$ cat src/rtl/mitchell_div.sv
// Three-stage pipelined approximate unsigned divider using Mitchell's logarithm method.
// Optional build macro MITCHELL_DIV_ROUND_EN: round-to-nearest on right shifts instead of truncation.
module mitchell_div #(
  parameter int W    = 8,
  parameter int FRAC = 8
) (
  input  logic              clk,
  input  logic              rst,
  input  logic              in_valid,
  output logic              in_ready,
  input  logic [W-1:0]      a,
  input  logic [W-1:0]      b,
  output logic              out_valid,
  input  logic              out_ready,
  output logic [W+FRAC-1:0] q,
  output logic              div_by_zero
);

  localparam int KW = $clog2(W);
  localparam int EW = KW + 2;
  localparam int QW = W + FRAC;

  function automatic logic [KW-1:0] msb_idx(input logic [W-1:0] v);
    logic [KW-1:0] k;
    k = '0;
    for (int i = 0; i < W; i++)
      if (v[i]) k = KW'(i);
    return k;
  endfunction

  function automatic logic [W-2:0] frac_of(input logic [W-1:0] v, input logic [KW-1:0] k);
    logic [W-1:0] sh;
    sh = W'(KW'(W - 1) - k);
    return (W-1)'(v << sh);
  endfunction

  logic              adv;
  logic              v1, v2;
  logic              az1, bz1, az2, bz2;
  logic [KW-1:0]     ka1, kb1;
  logic [W-2:0]      xa1, xb1;
  logic [W-1:0]      m2;
  logic signed [EW-1:0] e2;

  logic [KW-1:0]     ka_n, kb_n;
  logic              ge;
  logic [W-1:0]      diff, m_n;
  logic [EW-1:0]     e_n;
  int                s;
  logic [QW-1:0]     wide, q_shift, q_n;
  logic              dz_n;
`ifdef MITCHELL_DIV_ROUND_EN
  logic [QW-1:0]     rnd_tmp;
`endif

  assign adv      = !out_valid || out_ready;
  assign in_ready = adv;

  always_comb begin
    ka_n = msb_idx(a);
    kb_n = msb_idx(b);
  end

  // Log subtract; when xa < xb the W-bit wrap of the difference already equals 2 + xa - xb.
  always_comb begin
    ge   = (xa1 >= xb1);
    diff = {1'b0, xa1} - {1'b0, xb1};
    m_n  = ge ? {1'b1, diff[W-2:0]} : diff;
    e_n  = EW'({2'b00, ka1}) - EW'({2'b00, kb1}) - EW'(!ge);
  end

  always_comb begin
    s    = int'(e2) + FRAC - (W - 1);
    wide = {{FRAC{1'b0}}, m2};
    if (s >= 0) begin
      q_shift = wide << s;
    end else begin
      q_shift = wide >> (-s);
`ifdef MITCHELL_DIV_ROUND_EN
      rnd_tmp = wide >> (-s - 1);
      q_shift = q_shift + {{(QW-1){1'b0}}, rnd_tmp[0]};
`endif
    end
`ifdef MITCHELL_DIV_ROUND_EN
    if (s >= 0) rnd_tmp = '0;
`endif
    if (bz2) begin
      q_n  = '1;
      dz_n = 1'b1;
    end else if (az2) begin
      q_n  = '0;
      dz_n = 1'b0;
    end else begin
      q_n  = q_shift;
      dz_n = 1'b0;
    end
  end

  // All three stages advance together; a stalled output freezes the whole pipe.
  always_ff @(posedge clk) begin
    if (rst) begin
      v1          <= 1'b0;
      v2          <= 1'b0;
      out_valid   <= 1'b0;
      az1         <= 1'b0;
      bz1         <= 1'b0;
      ka1         <= '0;
      kb1         <= '0;
      xa1         <= '0;
      xb1         <= '0;
      az2         <= 1'b0;
      bz2         <= 1'b0;
      m2          <= '0;
      e2          <= '0;
      q           <= '0;
      div_by_zero <= 1'b0;
    end else if (adv) begin
      v1          <= in_valid;
      az1         <= (a == '0);
      bz1         <= (b == '0);
      ka1         <= ka_n;
      kb1         <= kb_n;
      xa1         <= frac_of(a, ka_n);
      xb1         <= frac_of(b, kb_n);
      v2          <= v1;
      az2         <= az1;
      bz2         <= bz1;
      m2          <= m_n;
      e2          <= e_n;
      out_valid   <= v2;
      q           <= q_n;
      div_by_zero <= dz_n;
    end
  end

endmodule

$ cat config.mk
export PLATFORM = sky130hd
export DESIGN_NAME = mitchell_div
export DESIGN_NICKNAME = d
export VERILOG_FILES = /design/src/rtl/mitchell_div.sv
export SDC_FILE = /design/constraint.sdc
export NUM_CORES = 1
export LEC_CHECK = 0
export CORE_ASPECT_RATIO = 2
export CORE_MARGIN = 4
export CORE_UTILIZATION = 48
export CTS_CLUSTER_SIZE = 40
export DETAILED_ROUTE_END_ITERATION = 10
export GPL_TIMING_DRIVEN = 0
export HOLD_SLACK_MARGIN = 0.12
export PLACE_DENSITY = 0.68
export RECOVER_POWER = 50
export SKIP_LAST_GASP = 1
export SLEW_MARGIN = 30
export SYNTH_ARGS = -nofsm -noshare
export SYNTH_HDL_FRONTEND = slang
export SYNTH_SLANG_ARGS = --single-unit
$ cat constraint.sdc
create_clock -name clk -period 5.1 [get_ports clk]
set_clock_uncertainty 0.15 [all_clocks]
set_input_delay 0.765 -clock clk [delete_from_list [all_inputs] [get_ports clk]]
set_output_delay 0.765 -clock clk [all_outputs]
set_load 0.05 [all_outputs]
# Word level (Yosys, flattened, before mapping)

Index checks and enable logic that the tools add are counted.

Shift-type cells: 4
Add/subtract/negate cells: 8
Magnitude comparators: 2
Reductions and logical operators: 5
Multiplexer cells: 19

Operators with widths:

| cell                  | number |
|---|---|
| $mux W16              | 3 |
| $mux W3               | 12 |
| $neg A7 Y32           | 1 |
| $shl A8 B32 Y16       | 1 |
| $shr A8 B32 Y16       | 1 |
| $logic_not A8 Y1      | 2 |
| $shl A8 B8 Y7         | 2 |
| $mux W8               | 1 |
| $sub A3 B3 Y4 const A | 2 |
| $sub A7 B7 Y8         | 1 |
| $ge A7 B1 Y1 const B  | 1 |
| $ge A7 B7 Y1          | 1 |
| $sub A6 B4 Y7 const B | 1 |
| $add A5 B5 Y6 const B | 1 |
| $sub A4 B2 Y5         | 1 |
| $sub A3 B3 Y4         | 1 |
| $mux W1               | 3 |
| $logic_not A1 Y1      | 2 |
| $logic_or A1 B1 Y1    | 1 |

Bits of input ports: 20
Output and inout bits: 19
Logic and storage cells: 53
Flip-flop bits (word level): 57

# Longest topological paths before layout

Gate-level depths: netlist of the first run.

Depth in word-level cells: 9
Gate-level depth with buffers: 15

# Worst setup path before layout of the first run

No wires, ideal clock.

Path kind: register -> register
Start point: register e2[0]
End point: register q[4]
Library setup time: 0.086 ns
Slack: 1.941 ns
Stages on the path, launching flop included: 14
Period minus slack after synthesis: 3.159 ns
Arrival: 2.922 ns
Cells stage by stage: dfxtp_1 ha_1 buf_4 nor2b_1 nand2_1 or2_2 ha_1 nor4bb_1 and4_1 clkbuf_2 a21boi_1 and3_1 nand3_1 a221oi_2

Longest elaborated chain between the ends: 7
Elaborated cells between the ends (all ways): 9

Ends and longest elaborated chain:

| item                   | RTL line | text |
|---|---|---|
| from (decl)            | 43       | `logic signed [EW-1:0] e2;` |
| from (signal assigned) | 129      | `e2 <= e_n;` |
| $add A5 B5 Y6 (*)      | 73       | `s = int'(e2) + FRAC - (W - 1);` |
| $sub A6 B4 Y7 (*)      | 73       |  |
| $neg A7 Y32            | 78       | `q_shift = wide >> (-s);` |
| $shr A8 B32 Y16        | 78       |  |
| $mux W16 (*)           | 75       | `if (s >= 0) begin` |
| $mux W16 (*)           | 90       | `end else if (az2) begin` |
| $mux W16 (*)           | 87       | `if (bz2) begin` |
| to (signal assigned)   | 131      | `q <= q_n;` |
| to (decl)              | 15       | `output logic [W+FRAC-1:0] q,` |

Mark *: on every way between the ends. The rest lies on a longest branch, timed or not.
A chain may end at the register's enable or synchronous reset.

# Final worst setup path of the first run

Start point: input port out_ready
End point: output port in_ready

Longest elaborated chain between the ends: 1

Ends and longest elaborated chain:

| item               | RTL line | text |
|---|---|---|
| from (decl)        | 14       | `input logic out_ready,` |
| $logic_or A1 B1 Y1 | 56       | `assign adv = !out_valid \|\| out_ready;` |
| to (decl)          | 10       | `output logic in_ready,` |

No other way between the ends.

==> flow_metrics.tcl, run 1 <==
set metrics [dict create \
    seq_area_frac_synth_pct 25.7 \
    path_clk_slew_ns 0.05 \
    nFillCells 854 \
    grt_usage_pct 27.2 \
    pwr-share-comb_pct 39.4 \
    initial_core_util_pct 49.2 \
    synth-simple-area-share_pct 25.2 \
    cts_setup_buffers 0 \
    slowest_delay_ns 0.90 \
    gp_congestion 0.948 \
    synth_compound_area_share_pct 25.7 \
    cp_max_fo 10 \
    num_vias 4622 \
    grt_overflow 0 \
    grt_max_degree 11 \
    cts_root_buf "clkbuf_16" \
    cell_internal_pwr_mw 1.24 \
    tns_ns 0 \
    end_kind "output pin" \
    status "completed" \
    path_cells "dlygate4sd3_1 > nor2b_1 > inv_1 > clkbuf_1 > buf_1 > clkdlybuf4s50_1" \
    vias_per_cell 6.38 \
    finalHoldViolCount 0 \
    syn_inst 573 \
    cellPowerDensity_nw_per_um2 376 \
    hold_path.class "reg -> reg" \
    synth_top_family_by_area "compound AO/OA/AOI/OAI gates" \
    syn-cell-area_sq_um 4440 \
    ios 39 \
    synth_flop_cell "dfxtp_1" \
    first_pass_iters 6 \
    grt_pass1_wl_um 23600 \
    cp.required_ns 4.18 \
    synth_xor_area_share_pct 2.74 \
    p_sw_share_pct 37.0 \
    critPathTopFamily "buffers and inverters" \
    antenna_found_initial 0 \
    clock_latency_ns 0.33 \
    worstMarginPinSlew_ns 0.842 \
    period_share_pct 84.8 \
    cts_hold_buf 0 \
    drive_gt1_share_pct 10.3 \
    ys_ff_latch 57 \
    hpwl_um 11300 \
    power_leakage_nw 2.07 \
    fin_nets 662 \
    ys_warn_count 0 \
    num_antenna_cells 0 \
    syn_nets 617 \
    post_cts_resized 0 \
    cts_tree "built" \
    p_seq_share_pct 27.0 \
    drv_cap 0 \
    first_iter_violations 408 \
    path_class "in -> out" \
    crit_path_start_kind "primary input" \
    synth.area.mux_share_pct 6.66 \
    syn2layout_area_growth_pct 18.1 \
    clock_power_share_pct 33.5 \
    syn-mean-instance-area_sq_um 7.74 \
    ctsLongestPathBuffers 2 \
    rows 49 \
    htree_levels 3 \
    synth_cell_type_count 76 \
    max_freq_mhz 231 \
    drc 0 \
    min_period_ns 4.32 \
    rsz0062_at_grt "false" \
    slowest_stage "clkdlybuf4s50_1" \
    wl_per_cell_um 20.1 \
    power_switching_mw 0.730 \
    coreArea_sq_um 9010 \
    portBuffers 34 \
    synth-edff-count 0 \
    worst-path-buf-inv 5 \
    chipHeight_um 144 \
    synth_adder_area_share_pct 7.11 \
    setup_viol 0 \
    grt_pass1_vias 4691 \
    vdd_drop_max_v 0.000211 \
    fin_ws_ns 0.776 \
    slew_violations 0 \
    dieArea_sq_um 10900 \
    cts.sinks 57 \
    final_cell_mix "57 x nand2_1, 57 x dfxtp_1, 53 x a21oi_1" \
    synth-async-reset-ratio_pct 0 \
    maxSlewHeadroom_pct 43.4 \
    cp.arrival_ns 3.41 \
    numCtsBuffers 9 \
    dp_worst_setup_slack_ns 0.872 \
    fp.dieW_um 76.0 \
    drt_wl_total_um 14500 \
    antenna_left 0 \
]
==> through the flow <==
stage	util, %	cell area (sq um)	cells	total power, mW	hold WS, ns
2_1_floorplan	-	4440	573	1.10	0.282
3_3_place_gp	54.4	4900	709	1.29	0.290
3_5_place_dp	54.5	4910	709	1.31	0.298
4_1_cts	58.1	5240	725	1.98	0.305
5_1_grt	58.1	5240	725	2.07	0.331
6_report	58.1	5240	725	1.97	0.303
==> final cells by class <==
type | count | area [sq um] | share of cell area, %
Inverter | 26 | 97.6 | 1.86
Timing Repair Buffer | 34 | 340 | 6.50
Clock buffer | 11 | 253 | 4.82
Tap cell | 102 | 128 | 2.44
Buffer | 44 | 206 | 3.94
Multi-Input combinational cell | 446 | 3000 | 57.2
Sequential cell | 57 | 1140 | 21.8
Clock inverter | 5 | 77.6 | 1.48
==> cells in the mapped netlist, types with 3 or more instances <==
library cell / number / share of area (%)
dfxtp_1: 57 / 26
nand2_1: 57 / 4.8
a21oi_1: 53 / 6.0
nor2_1: 45 / 3.8
o21ai_0: 27 / 3.0
inv_1: 26 / 2.2
ha_1: 22 / 6.2
a211oi_1: 21 / 3.6
clkbuf_1: 21 / 1.8
mux2i_1: 16 / 3.6
nand3_1: 15 / 1.7
and3_1: 12 / 1.7
nor2b_1: 11 / 1.6
nand2b_1: 10 / 1.4
buf_2: 9 / 1.0
nor3_1: 9 / 1.0
a31oi_1: 8 / 1.1
mux2_2: 8 / 2.0
nand3b_1: 8 / 1.4
or2_2: 8 / 1.1
a221oi_1: 7 / 1.4
buf_1: 7 / 0.59
nand4_1: 7 / 0.99
xnor2_1: 7 / 1.4
and2_1: 6 / 0.85
a21o_1: 5 / 0.85
nor4b_1: 5 / 0.99
o211ai_1: 5 / 0.85
a22oi_1: 4 / 0.68
buf_4: 4 / 0.68
o22ai_1: 4 / 0.56
a21boi_0: 3 / 0.51
a41oi_1: 3 / 0.59
nor4_1: 3 / 0.42
o21ai_1: 3 / 0.34
o221ai_1: 3 / 0.59
==> path summary, 6_finish.rpt <==
| kind | from | endpoint | slack [ns] | cells past startpoint |
|---|---|---|---|---|
| worst min-delay path | v1$_SDFFE_PP0P_ | v1$_SDFFE_PP0P_ | 0.30 | 2 |
| worst max-delay path | out_ready | in_ready | 0.78 | 6 |
| worst min register to register | v1$_SDFFE_PP0P_ | v1$_SDFFE_PP0P_ | 0.30 | 2 |
| worst max register to register | e2[0]$_SDFFE_PP0P_ | q[4]$_SDFFE_PP0P_ | 1.26 | 13 |
==> worst min-delay path: cells and delay by family, from the launching register on <==
family | cells | cell delay [ns]
flops | 1 | 0.30
simple gates | 1 | 0.05
compound gates | 1 | 0.05
==> layer usage <==
layer	track usage (%)	part of all wire (%)	vias up
met4	21.6	7.8	0
met2	52.6	55	174
met1	24.2	33	2177
met3	4.08	4.3	81
met5	0	0	-
li1	-	-	2190
==> flip-flops by register name, summed over array words and instances, names as in the netlist, 3 cells and up <==
| signal | flops |
|---|---|
| m2 | 8 |
| ka1 | 3 |
| kb1 | 3 |
| e2 | 5 |
| xa1 | 7 |
| q | 16 |
| xb1 | 7 |
==> cells by family (layout without fill, tap and decap cells) <==
kind of cell | Yosys count | after routing
simple gates | 214 | 214
compound gates | 172 | 172
buf+inv | 70 | 120
flops | 57 | 57
mux | 26 | 26
fa+ha+maj | 24 | 24
xor+xnor | 10 | 10
==> power by group through the flow <==
stage	logic [mW]	registers (mW)	clock network (mW)
detailed placement	0.771	0.541	0
CTS	0.776	0.532	0.668
global placement	0.755	0.539	0
floorplan	0.518	0.580	0
global route	0.847	0.538	0.688
finish	0.778	0.533	0.661
Note: power is estimated with default switching activity, not from simulation.
==> inputs of run 2 (changes only) <==
PLACE_DENSITY = 0.71   (was 0.68)
clock period = 3.6 ns   (was 5.1 ns; I/O delays follow)
==> run 2 against run 1 <==
Compared with the run above: final area increased by 0.74%; sequential power increased by 42%; sequential share of layout area decreased by 0.16 points; die area did not move; critical path depth up 6; utilization up 0.43 points; largest power group unchanged.
==> flow_metrics.tcl, run 2 (same netlist as run 1, synthesis figures left out) <==
set metrics [dict create \
    rsz0062_at_grt "true" \
    final_cell_mix "57 x dfxtp_1, 56 x nand2_1, 53 x a21oi_1" \
    end_kind "flop" \
    drive_gt1_share_pct 11.2 \
    gp_congestion 0.979 \
    ios 39 \
    grt_overflow 0 \
    hpwl_um 10900 \
    chipHeight_um 144 \
    min_period_ns 3.41 \
    path_class "reg -> reg" \
    cp.required_ns 3.70 \
    total_power_mw 2.82 \
    hold_path.class "reg -> reg" \
    rows 49 \
    antenna_found_initial 0 \
    max_freq_mhz 293 \
    status "completed" \
    placed_cell_area_sq_um 4910 \
    clock_latency_ns 0.33 \
    antenna_left 0 \
    maxSlewHeadroom_pct 47.9 \
    cp.arrival_ns 3.51 \
    syn2layout_area_growth_pct 19.0 \
    vias_per_cell 6.34 \
    worstRegToRegCells 12 \
    top_register "q" \
    critPathTopFamily "simple AND/OR/NAND/NOR gates" \
    finalHoldViolCount 0 \
    fin_nets 663 \
    whs_ns 0.299 \
    drt_wl_total_um 14300 \
    dp_cells 709 \
    htree_levels 3 \
    period_share_pct 94.7 \
    first_iter_violations 469 \
    slew_violations 0 \
    startpoint "e2[0]$_SDFFE_PP0P_" \
    rr_endpoint "q[4]$_SDFFE_PP0P_" \
    fin_area_sq_um 5280 \
    worstMarginPinSlew_ns 0.775 \
    ff2ff_setup_slack_ns 0.19 \
    path_clk_slew_ns 0.06 \
    ctsLongestPathBuffers 2 \
    largest_reg_flops 16 \
    drc 0 \
    vdd_drop_max_v 0.000310 \
    cts.sinks 57 \
    instances_no_fill 726 \
    numCtsBuffers 9 \
    top_regs "q (16), m2 (8)" \
    cellPowerDensity_nw_per_um2 535 \
    hp-start "v2$_SDFFE_PP0P_" \
    drv_cap 0 \
    min_to "v2$_SDFFE_PP0P_" \
    cts_root_buf "clkbuf_16" \
    min_delay_path_depth 2 \
    r2r_start "e2[0]$_SDFFE_PP0P_" \
    power_leakage_nw 2.08 \
    grt_max_degree 11 \
    layout_commonest_cell "dfxtp_1" \
    fp.dieW_um 76.0 \
    grt_usage_pct 25.7 \
    num_antenna_cells 0 \
    setup_viol 0 \
    initial_core_util_pct 49.2 \
    crit_top_cell "ha_1" \
    slowest_delay_ns 0.34 \
    grt_pass1_vias 4530 \
    cp_max_fo 10 \
    coreArea_sq_um 9010 \
    nFillCells 835 \
    path_cells "ha_1 > xnor2_1 > a31oi_4 > or2_2 > ha_1 > nor4bb_2 > and4_1 > clkbuf_4 > a21boi_2 > and3_1 > nand3_1 > a221oi_2" \
    cts_tree "built" \
    crit_path_start_kind "flop" \
    final_util_pct 58.6 \
    wl_per_cell_um 19.7 \
    slowest_stage "or2_2" \
    grt_pass1_wl_um 22400 \
    portBuffers 34 \
    num_vias 4601 \
    first_pass_iters 8 \
    dieArea_sq_um 10900 \
    worst-path-buf-inv 1 \
]
## run 2: power breakdown
group | switching, mW | internal [mW] | total, mW
clock | 0.307 | 0.640 | 0.948
combinational | 0.688 | 0.433 | 1.12
sequential | 0.0588 | 0.696 | 0.755
## run 2: layout make-up
type,count,area [sq um],area share (%)
Inverter,26,97.6,1.85
Tap cell,102,128,2.42
Clock buffer,11,253,4.79
Buffer,44,210,3.98
Clock inverter,5,77.6,1.47
Multi-Input combinational cell,446,3020,57.3
Sequential cell,57,1140,21.6
Timing Repair Buffer,35,347,6.57
## run 2: tightest hold or removal path: cells and delay by family (launching register included)
kind / cells / cell delay [ns]
flops: 1 / 0.30
simple gates: 1 / 0.05
compound gates: 1 / 0.05
## run 2: how the worst max path moves through the flow
stage / to / slack, ns / cells after the start
2_1_floorplan: q[4]$_SDFFE_PP0P_ / 0.44 / 13
3_3_place_gp: in_ready / -0.24 / 6
3_5_place_dp: q[4]$_SDFFE_PP0P_ / -0.24 / 13
4_1_cts: q[4]$_SDFFE_PP0P_ / 0.01 / 13
5_1_grt: q[4]$_SDFFE_PP0P_ / -0.04 / 12
6_report: q[4]$_SDFFE_PP0P_ / 0.19 / 12
## run 2: per-layer routing
metal  vias to the layer above  part of all wire [%]  GRT usage (%)
met5                         -                     0              0
met4                         0                   7.7           19.6
met3                        66                   4.2           3.89
met2                       183                    53           48.7
met1                      2160                    35           24.0
li1                       2192                     -              -
## run 2: what timing repair did
action                                  4_1_cts  5_1_grt
gates resized for setup                       3        9
hold buffers                                  0        0
endpoints found under the setup margin        6        8
setup buffers                                 0        1
hold endpoints to repair                      0        0
pin swaps                                     0        1
## run 2: stage by stage
step / setup slack [ns] / TNS, ns
2_1_floorplan: 0.441 / 0
3_3_place_gp: -0.241 / -0.600
3_5_place_dp: -0.236 / -0.730
4_1_cts: 0.0145 / 0
5_1_grt: -0.0388 / -0.0410
6_report: 0.191 / 0
==> inputs of run 3 (changes only) <==
CORE_ASPECT_RATIO = default   (was 2)
REMOVE_ABC_BUFFERS = 1   (was default)
SLEW_MARGIN = 20   (was 30)
==> run 3 against run 2 <==
Compared with the run above: final area shrank 2.8%; total power shrank 11%; first-iteration DRC count shrank 59%; sequential share of layout area grew 0.86 points; critical path type unchanged; largest cell class unchanged.
==> flow_metrics.tcl, run 3 (same netlist as run 1, synthesis figures left out) <==
set metrics [dict create \
    vias_per_cell 6.23 \
    tns_ns 0 \
    maxSlewHeadroom_pct 33.4 \
    hpwl_um 8200 \
    multiInputGateArea_sq_um 3050 \
    antenna_found_initial 0 \
    path_class "reg -> reg" \
    drive_gt1_share_pct 10.8 \
    cp_max_fo 30 \
    cp.arrival_ns 3.52 \
    num_antenna_cells 0 \
    wl_per_cell_um 16.5 \
    top_register "q" \
    worstMarginPinSlew_ns 1.00 \
    cts_hold_buf 0 \
    first_iter_violations 191 \
    rsz0062_at_grt "false" \
    rows 34 \
    path_clk_slew_ns 0.07 \
    dp_worst_setup_slack_ns -0.873 \
    drc 0 \
    power_leakage_nw 1.98 \
    end_kind "flop" \
    nFillCells 820 \
    vdd_drop_max_v 0.000314 \
    gp_congestion 0.969 \
    grt_pass1_wl_um 19600 \
    cts.sinks 57 \
    num_vias 4353 \
    htree_levels 3 \
    largest_reg_flops 16 \
    seq_area_sq_um 1150 \
    syn2layout_area_growth_pct 15.7 \
    fp.dieW_um 104 \
    ios 39 \
    drt_wl_total_um 11600 \
    initial_core_util_pct 50.1 \
    final_util_pct 58.0 \
    cts_tree "built" \
    total_power_mw 2.51 \
    grt_overflow 0 \
    top_regs "q (16), m2 (8)" \
    instances_no_fill 699 \
    layout_commonest_cell "nand2_1" \
    cts_root_buf "clkbuf_8" \
    coreArea_sq_um 8850 \
    ctsLongestPathBuffers 2 \
    fin_nets 630 \
    antenna_left 0 \
    final_cell_mix "57 x nand2_1, 53 x a21oi_1, 53 x dfxtp_1" \
    whs_ns 0.304 \
    finalHoldViolCount 0 \
    grt_usage_pct 21.4 \
    dp_cells 678 \
    crit_path_start_kind "flop" \
    numCtsBuffers 9 \
    fin_ws_ns 0.190 \
    drv_cap 0 \
    first_pass_iters 5 \
    status "completed" \
    portBuffers 38 \
    grt_pass1_vias 4265 \
    chipHeight_um 104 \
    setup_viol 0 \
    clock_latency_ns 0.34 \
    fin_area_sq_um 5130 \
    cp.required_ns 3.71 \
    min_period_ns 3.41 \
    cellPowerDensity_nw_per_um2 489 \
    grt_max_degree 52 \
    max_freq_mhz 293 \
    placed_cell_area_sq_um 4830 \
    hold_path.class "reg -> reg" \
    period_share_pct 94.7 \
    dieArea_sq_um 10800 \
    slew_violations 0 \
]
-- run 3: final timing paths --
check | start | endpoint | slack [ns] | depth (start not counted)
setup / recovery | e2[0]$_SDFFE_PP0P_ | q[4]$_SDFFE_PP0P_ | 0.19 | 11
hold / removal | az1$_SDFFE_PP0P_ | az2$_SDFFE_PP0P_ | 0.30 | 2
setup reg to reg | e2[0]$_SDFFE_PP0P_ | q[4]$_SDFFE_PP0P_ | 0.19 | 11
hold reg to reg | az1$_SDFFE_PP0P_ | az2$_SDFFE_PP0P_ | 0.30 | 2
-- run 3: power breakdown --
part           total, mW  internal (mW)  switching (mW)  leakage (nW)
clock network      0.683          0.429           0.254         0.111
registers          0.815          0.700           0.115         0.472
logic               1.01          0.424           0.586          1.39
-- run 3: final cells by class --
| class | count | area share (%) |
|---|---|---|
| Multi-Input combinational cell | 446 | 59.3 |
| Sequential cell | 57 | 22.5 |
| Timing Repair Buffer | 46 | 9.26 |
| Clock buffer | 14 | 3.17 |
| Tap cell | 108 | 2.63 |
| Inverter | 26 | 1.95 |
| Clock inverter | 2 | 1.17 |
-- run 3: layer usage --
metal	wire length (um)	vias to the layer above	GRT usage (%)
met5	0	-	0
met4	434	0	11.2
met3	693	35	4.84
met2	5370	164	34.5
met1	5050	2033	26.7
li1	-	2121	-
-- run 3: worst max-delay path, cell delays in order (launching register included) --
cell	delay, ns
dfxtp_4	0.46
ha_4	0.33
nor2b_2	0.24
nand2_1	0.16
or2_2	0.31
ha_1	0.27
nor4bb_1	0.28
and4_4	0.34
a21boi_1	0.25
and3_1	0.19
nand3_1	0.09
a221oi_2	0.25
-- run 3: what timing repair did --
| action | in CTS | in global routing |
|---|---|---|
| gates resized for setup | 11 | 6 |
| endpoints found under the setup margin | 11 | 7 |
| endpoints found under the hold margin | 0 | 0 |
| gates cloned | 0 | 0 |
| setup buffers | 1 | 4 |
==> edit 1: new RTL, flow settings as in run 2 <==
Reset style: asynchronous (`rst`), changed in one clocked block.
--- a/src/rtl/mitchell_div.sv
+++ b/src/rtl/mitchell_div.sv
@@ -99,3 +99,3 @@
   // All three stages advance together; a stalled output freezes the whole pipe.
-  always_ff @(posedge clk) begin
+  always_ff @(posedge clk or posedge rst) begin
     if (rst) begin
Formal check against the unedited RTL: differs if rst is asserted again (counterexample within 4 cycles, from zero or initial values and one cycle with rst high); with rst held inactive, the same outputs for 4 cycles.
==> edit 1 against run 2 <==
The flow now finishes with violations (capacitance limit, slew limit). Cell count is 6.2% lower. Critical path depth shrank 6. Sequential cell count unchanged. Synthesized area fell by 2.5%. Worst setup slack worse by 68 ps. Largest cell class unchanged. Critical path type is now input port to primary output. Final area shrank 1.5%. Critical endpoint is now in_ready. Wire length down 14%.
Power is not compared: it rests on default switching activity, and its combinational part moved more than twofold at a synthesized area within 25%.
==> edit 1: results (changes against run 2) <==
outcome finished, violations left (was finished, final reports clean); failing checks capacitance limit, slew limit; post-route clock period utilization 96.6% (was 94.7%); Yosys cell types 65 (was 76); Worst setup endpoint in_ready (was q[4]); Reg2Reg Setup Slack 170 ps (was 190 ps); Synth Net Count 569 (was 617); number of max-cap violations 1 (was 0); GRT met2 Usage 45.5% (was 48.7%); CP max stage cell dlygate4sd2_1 (was or2_2); share of cells above drive strength 1 9.64% (was 11.2%); DR vias 4175 (was 4601); crit-path max FO 16 (was 10); r2r worst-path depth 13 (was 12); commonest register cell after synthesis dfrtp_1 (was dfxtp_1); vias in the first global route 4300 (was 4530); M3 GR Usage 4.60% (was 3.89%); Worst Hold Class flip-flop to flip-flop (unchanged); Area contributors post-synth dfrtp_1, ha_1, a21oi_1, nor2_1, nand2_1 (was dfxtp_1, ha_1, a21oi_1, nand2_1, nor2_1); DR iter-0 viols 276 (was 469); Min Hold Slack 317 ps (was 299 ps); Root Driver clkbuf_16 (unchanged); DR vias/cell 6.13 (was 6.34); placed cells 662 (was 709); CP peak stage delay 490 ps (was 340 ps); Slew @ Worst Pin 1700 ps (was 775 ps); Mapped Cells 525 (was 573); asr flop ratio synth 100% (was 0%); GP Congestion 0.981 (was 0.979); EDFF count, synth 0 (unchanged); met1 WL 4160 µm (was 5070 µm); drt pass-1 iters 5 (was 8); sequential fraction of the synthesis area 33.0% (was 25.7%); sequential power a little over 0.001 W; Crit Reg-Reg Startpoint e2[0] (unchanged); Met2 Routed Length 6980 µm (was 7560 µm); post-DP HPWL 9860 µm (was 10900 µm); cell area after placement 0.00483 mm² (was 0.00491 mm²); number of buffers inserted by port buffering 36 (was 34); met3 WL 443 µm (was 600 µm); pre-CTS setup slack -374 ps (was -236 ps); Peak VDD IR approximately 0.41 mV; Leak around 2.3 nW; critical path launch point out_ready (was e2[0]); largest net degree at the start of global routing 40 (was 11); crit path DAT 2790 ps (was 3510 ps); Slew Viols, Final 40 (was 0); Synth top cells by count dfrtp_1, nor2_1, nand2_1 (was dfxtp_1, nand2_1, a21oi_1); delay-heaviest family, CP buffers and inverters (was simple AND/OR/NAND/NOR gates); worst hold path stage count 2 (unchanged); hold path start v1 (was v2); first-pass GRT wire length 20300 µm (was 22400 µm); reg2reg end q[7] (was q[4]); GRT Total Usage 24.9% (was 25.7%); Synth Warn # 0 (unchanged); DR WL/cell 18.2 µm (was 19.7 µm); Worst Hold End v1 (was v2); met1 usage 23.6% (was 24.0%); NumNets Final 620 (was 663)
## edit 1: changes by cell type after synthesis, sizes merged, moves of 7 or more
cell,before,now
a21oi,53,46
a211oi,21,2
or2,9,1
inv,26,34
dfrtp,0,57
a221oi,8,0
nand2,57,48
buf,22,13
dfxtp,57,0
## edit 1: cell families after synthesis
kind of cell | Yosys count | share of synthesized area, %
buf+inv | 69 | 6.42
fa+ha+maj | 24 | 7.29
simple gates | 183 | 21.4
compound gates | 155 | 23.5
flops | 57 | 33.0
mux | 25 | 6.04
xor+xnor | 12 | 2.43
## edit 1: what timing repair did
action / 4_1_cts / 5_1_grt
pin swaps: 1 / 2
setup endpoints to repair: 9 / 8
gates resized for setup: 7 / 15
setup buffers: 1 / 3
## edit 1: cell type report
class	instances	area [µm²]
buffer	33	164
clock buffer	13	260
clock inverter	3	15.0
fill	761	3510
inverter	35	136
multi-input combinational	399	2670
sequential	57	1430
tap	100	125
timing repair buffer	41	402
==> edit 2: new RTL, settings of run 2 <==
Made on the original files. Build with the macro `MITCHELL_DIV_ROUND_EN` defined.
--- a/src/rtl/mitchell_div.sv
+++ b/src/rtl/mitchell_div.sv
@@ -2,2 +2,4 @@
 // Optional build macro MITCHELL_DIV_ROUND_EN: round-to-nearest on right shifts instead of truncation.
+`define MITCHELL_DIV_ROUND_EN
+
 module mitchell_div #(
Behaviour: not the same (a bounded check fails within 4 cycles, from zero or initial values and one cycle with rst high).
==> edit 2 against run 2 <==
The run now ends with setup timing left. Cell count up 13%. Critical path depth is 7 higher. Sequential cell count unchanged. Wire length up 11%. Clock power fell by 11%. Final area rose by 17%. Global-route usage is 3.0 points higher. Synthesized area increased by 5.9%. Combinational power rose by 33%. Highest routed layer unchanged. Via count grew 7.8%. Worst hold slack better by 2.6 ps. Worst setup slack lost 1200 ps. Total power grew 9.9%. Non-clock buffer count rose by 31.
==> edit 2: results (changes against run 2) <==
WL final 16000 µm (was 14300 µm); fillcell total 816 (was 835); r2r worst-path depth 19 (was 12); NumNets Final 736 (was 663); DR iter-0 viols 343 (was 469); crit path DAT 4700 ps (was 3510 ps); crit-path max FO 5 (was 10); sequential fraction of the synthesis area 24.3% (was 25.7%); GRT Total Usage 28.6% (was 25.7%); Slew headroom 41.5% (was 47.9%); hold path start xa1[0] (was v2); Root Driver clkbuf_16 (unchanged); asr flop ratio synth 0% (unchanged); Crit Reg-Reg Startpoint e2[1] (was e2[0]); drt pass-1 iters 5 (was 8); Worst Hold Class flip-flop to flip-flop (unchanged); number of diodes 0 (unchanged); Area contributors post-synth dfxtp_1, ha_1, nor2_1, a21oi_1, nand2_1 (was dfxtp_1, ha_1, a21oi_1, nand2_1, nor2_1); number of buffers inserted by port buffering 36 (was 34); vias in the first global route 5084 (was 4530); final worst slack -1060 ps (was 191 ps); first-pass GRT wire length 25600 µm (was 22400 µm); Reg2Reg Setup Slack -1060 ps (was 190 ps); worst hold path stage count 2 (unchanged); largest net degree at the start of global routing 11 (unchanged); Synth top cells by count nor2_1, dfxtp_1, nand2_1 (was dfxtp_1, nand2_1, a21oi_1); Worst Hold End xa1[0] (was v2); Synth Net Count 653 (was 617); share of cells above drive strength 1 20.0% (was 11.2%); failing checks setup timing; post-DP HPWL 12300 µm (was 10900 µm); Leak 2.41 nW (was 2.08 nW); cell area after placement 0.00539 mm² (was 0.00491 mm²); pre-CTS setup slack -1490 ps (was -236 ps); Fin Setup TNS -6600 ps (was 0 ps); outcome finished, violations left (was finished, final reports clean); Largest regs q: 16 flops, m2: 8 flops (unchanged); DR vias/cell 6.02 (was 6.34); Peak VDD IR 0.315 mV (was 0.310 mV); reg2reg end q[6] (was q[4]); final setup violation count 10 (was 0); Yosys cell types 77 (was 76); GP Congestion 0.934 (was 0.979)
==> edit 2: report_power, final <==
part	internal (W)	leakage, nW	switching [W]
Combinational	0.000612	1.79	0.000877
Sequential	0.000700	0.472	0.0000755
Clock	0.000548	0.148	0.000291
Total	0.00186	2.41	0.00124
==> edit 2: timing repair <==
item                       CTS  global route
setup endpoints to repair    9             9
setup buffers               30             7
hold endpoints to repair     0             0
resized for setup           27            14
pin swaps                   21            12
==> edit 2: routing by layer <==
layer | track usage (%) | part of all wire, % | routed length (µm) | up-vias
met5 | 0 | 0 | 0 | -
met4 | 23.5 | 8.9 | 1430 | 0
met3 | 2.62 | 3.0 | 474 | 77
met2 | 54.0 | 55 | 8710 | 186
met1 | 27.0 | 34 | 5360 | 2331
li1 | - | - | - | 2367
==> edit 2: cells by family (layout without fill, tap and decap cells) <==
group | count (synthesis) | in the layout | synth area share (%)
AO/OA/AOI/OAI | 160 | 160 | 22.9
multiplexers | 31 | 31 | 8.92
flip-flops | 57 | 57 | 24.3
buffers and inverters | 71 | 159 | 6.74
adder cells (fa/ha/maj) | 27 | 27 | 7.51
XOR/XNOR | 18 | 18 | 4.18
AND/OR/NAND/NOR | 242 | 242 | 25.4
==> edit 2: critical path: stages (launching register included) <==
cell       delay (ps)
dfxtp_4           370
ha_4              200
nand3_4           170
xnor2_4           200
or3_4             360
ha_4              290
inv_4              40
a2111oi_4         320
o21ai_2           150
nor4b_2           260
o211ai_1          160
nor4_2            350
ha_2              260
ha_4              150
nand2_2            40
o31a_1            280
or3_1             330
xor2_1            160
a31oi_1           220
nor4_1             60
==> edit 2: how the worst max path moves through the flow <==
stage           from  endpoint  slack [ps]
2_1_floorplan  e2[1]      q[6]        -760
3_3_place_gp   e2[3]      q[6]       -1410
3_5_place_dp   e2[3]      q[6]       -1490
4_1_cts        e2[1]      q[6]        -950
5_1_grt        e2[1]      q[6]       -1320
6_report       e2[1]      q[6]       -1060
==> edit 2: metrics by stage <==
step	hold slack (ps)	util (%)	cells
6_report	301	65.2	824
3_3_place_gp	289	57.0	772
4_1_cts	301	64.0	817
5_1_grt	327	65.2	824
2_1_floorplan	275	-	606
3_5_place_dp	296	57.0	772
==> edit 2: final cells by class <==
class / instances / area [µm²] / share of cell area, %
multi-input combinational: 478 / 3550 / 57.7
sequential: 57 / 1150 / 18.7
timing repair buffer: 73 / 688 / 11.2
clock buffer: 10 / 239 / 3.88
buffer: 37 / 181 / 2.95
tap: 130 / 163 / 2.64
inverter: 33 / 126 / 2.05
clock inverter: 6 / 57.6 / 0.935
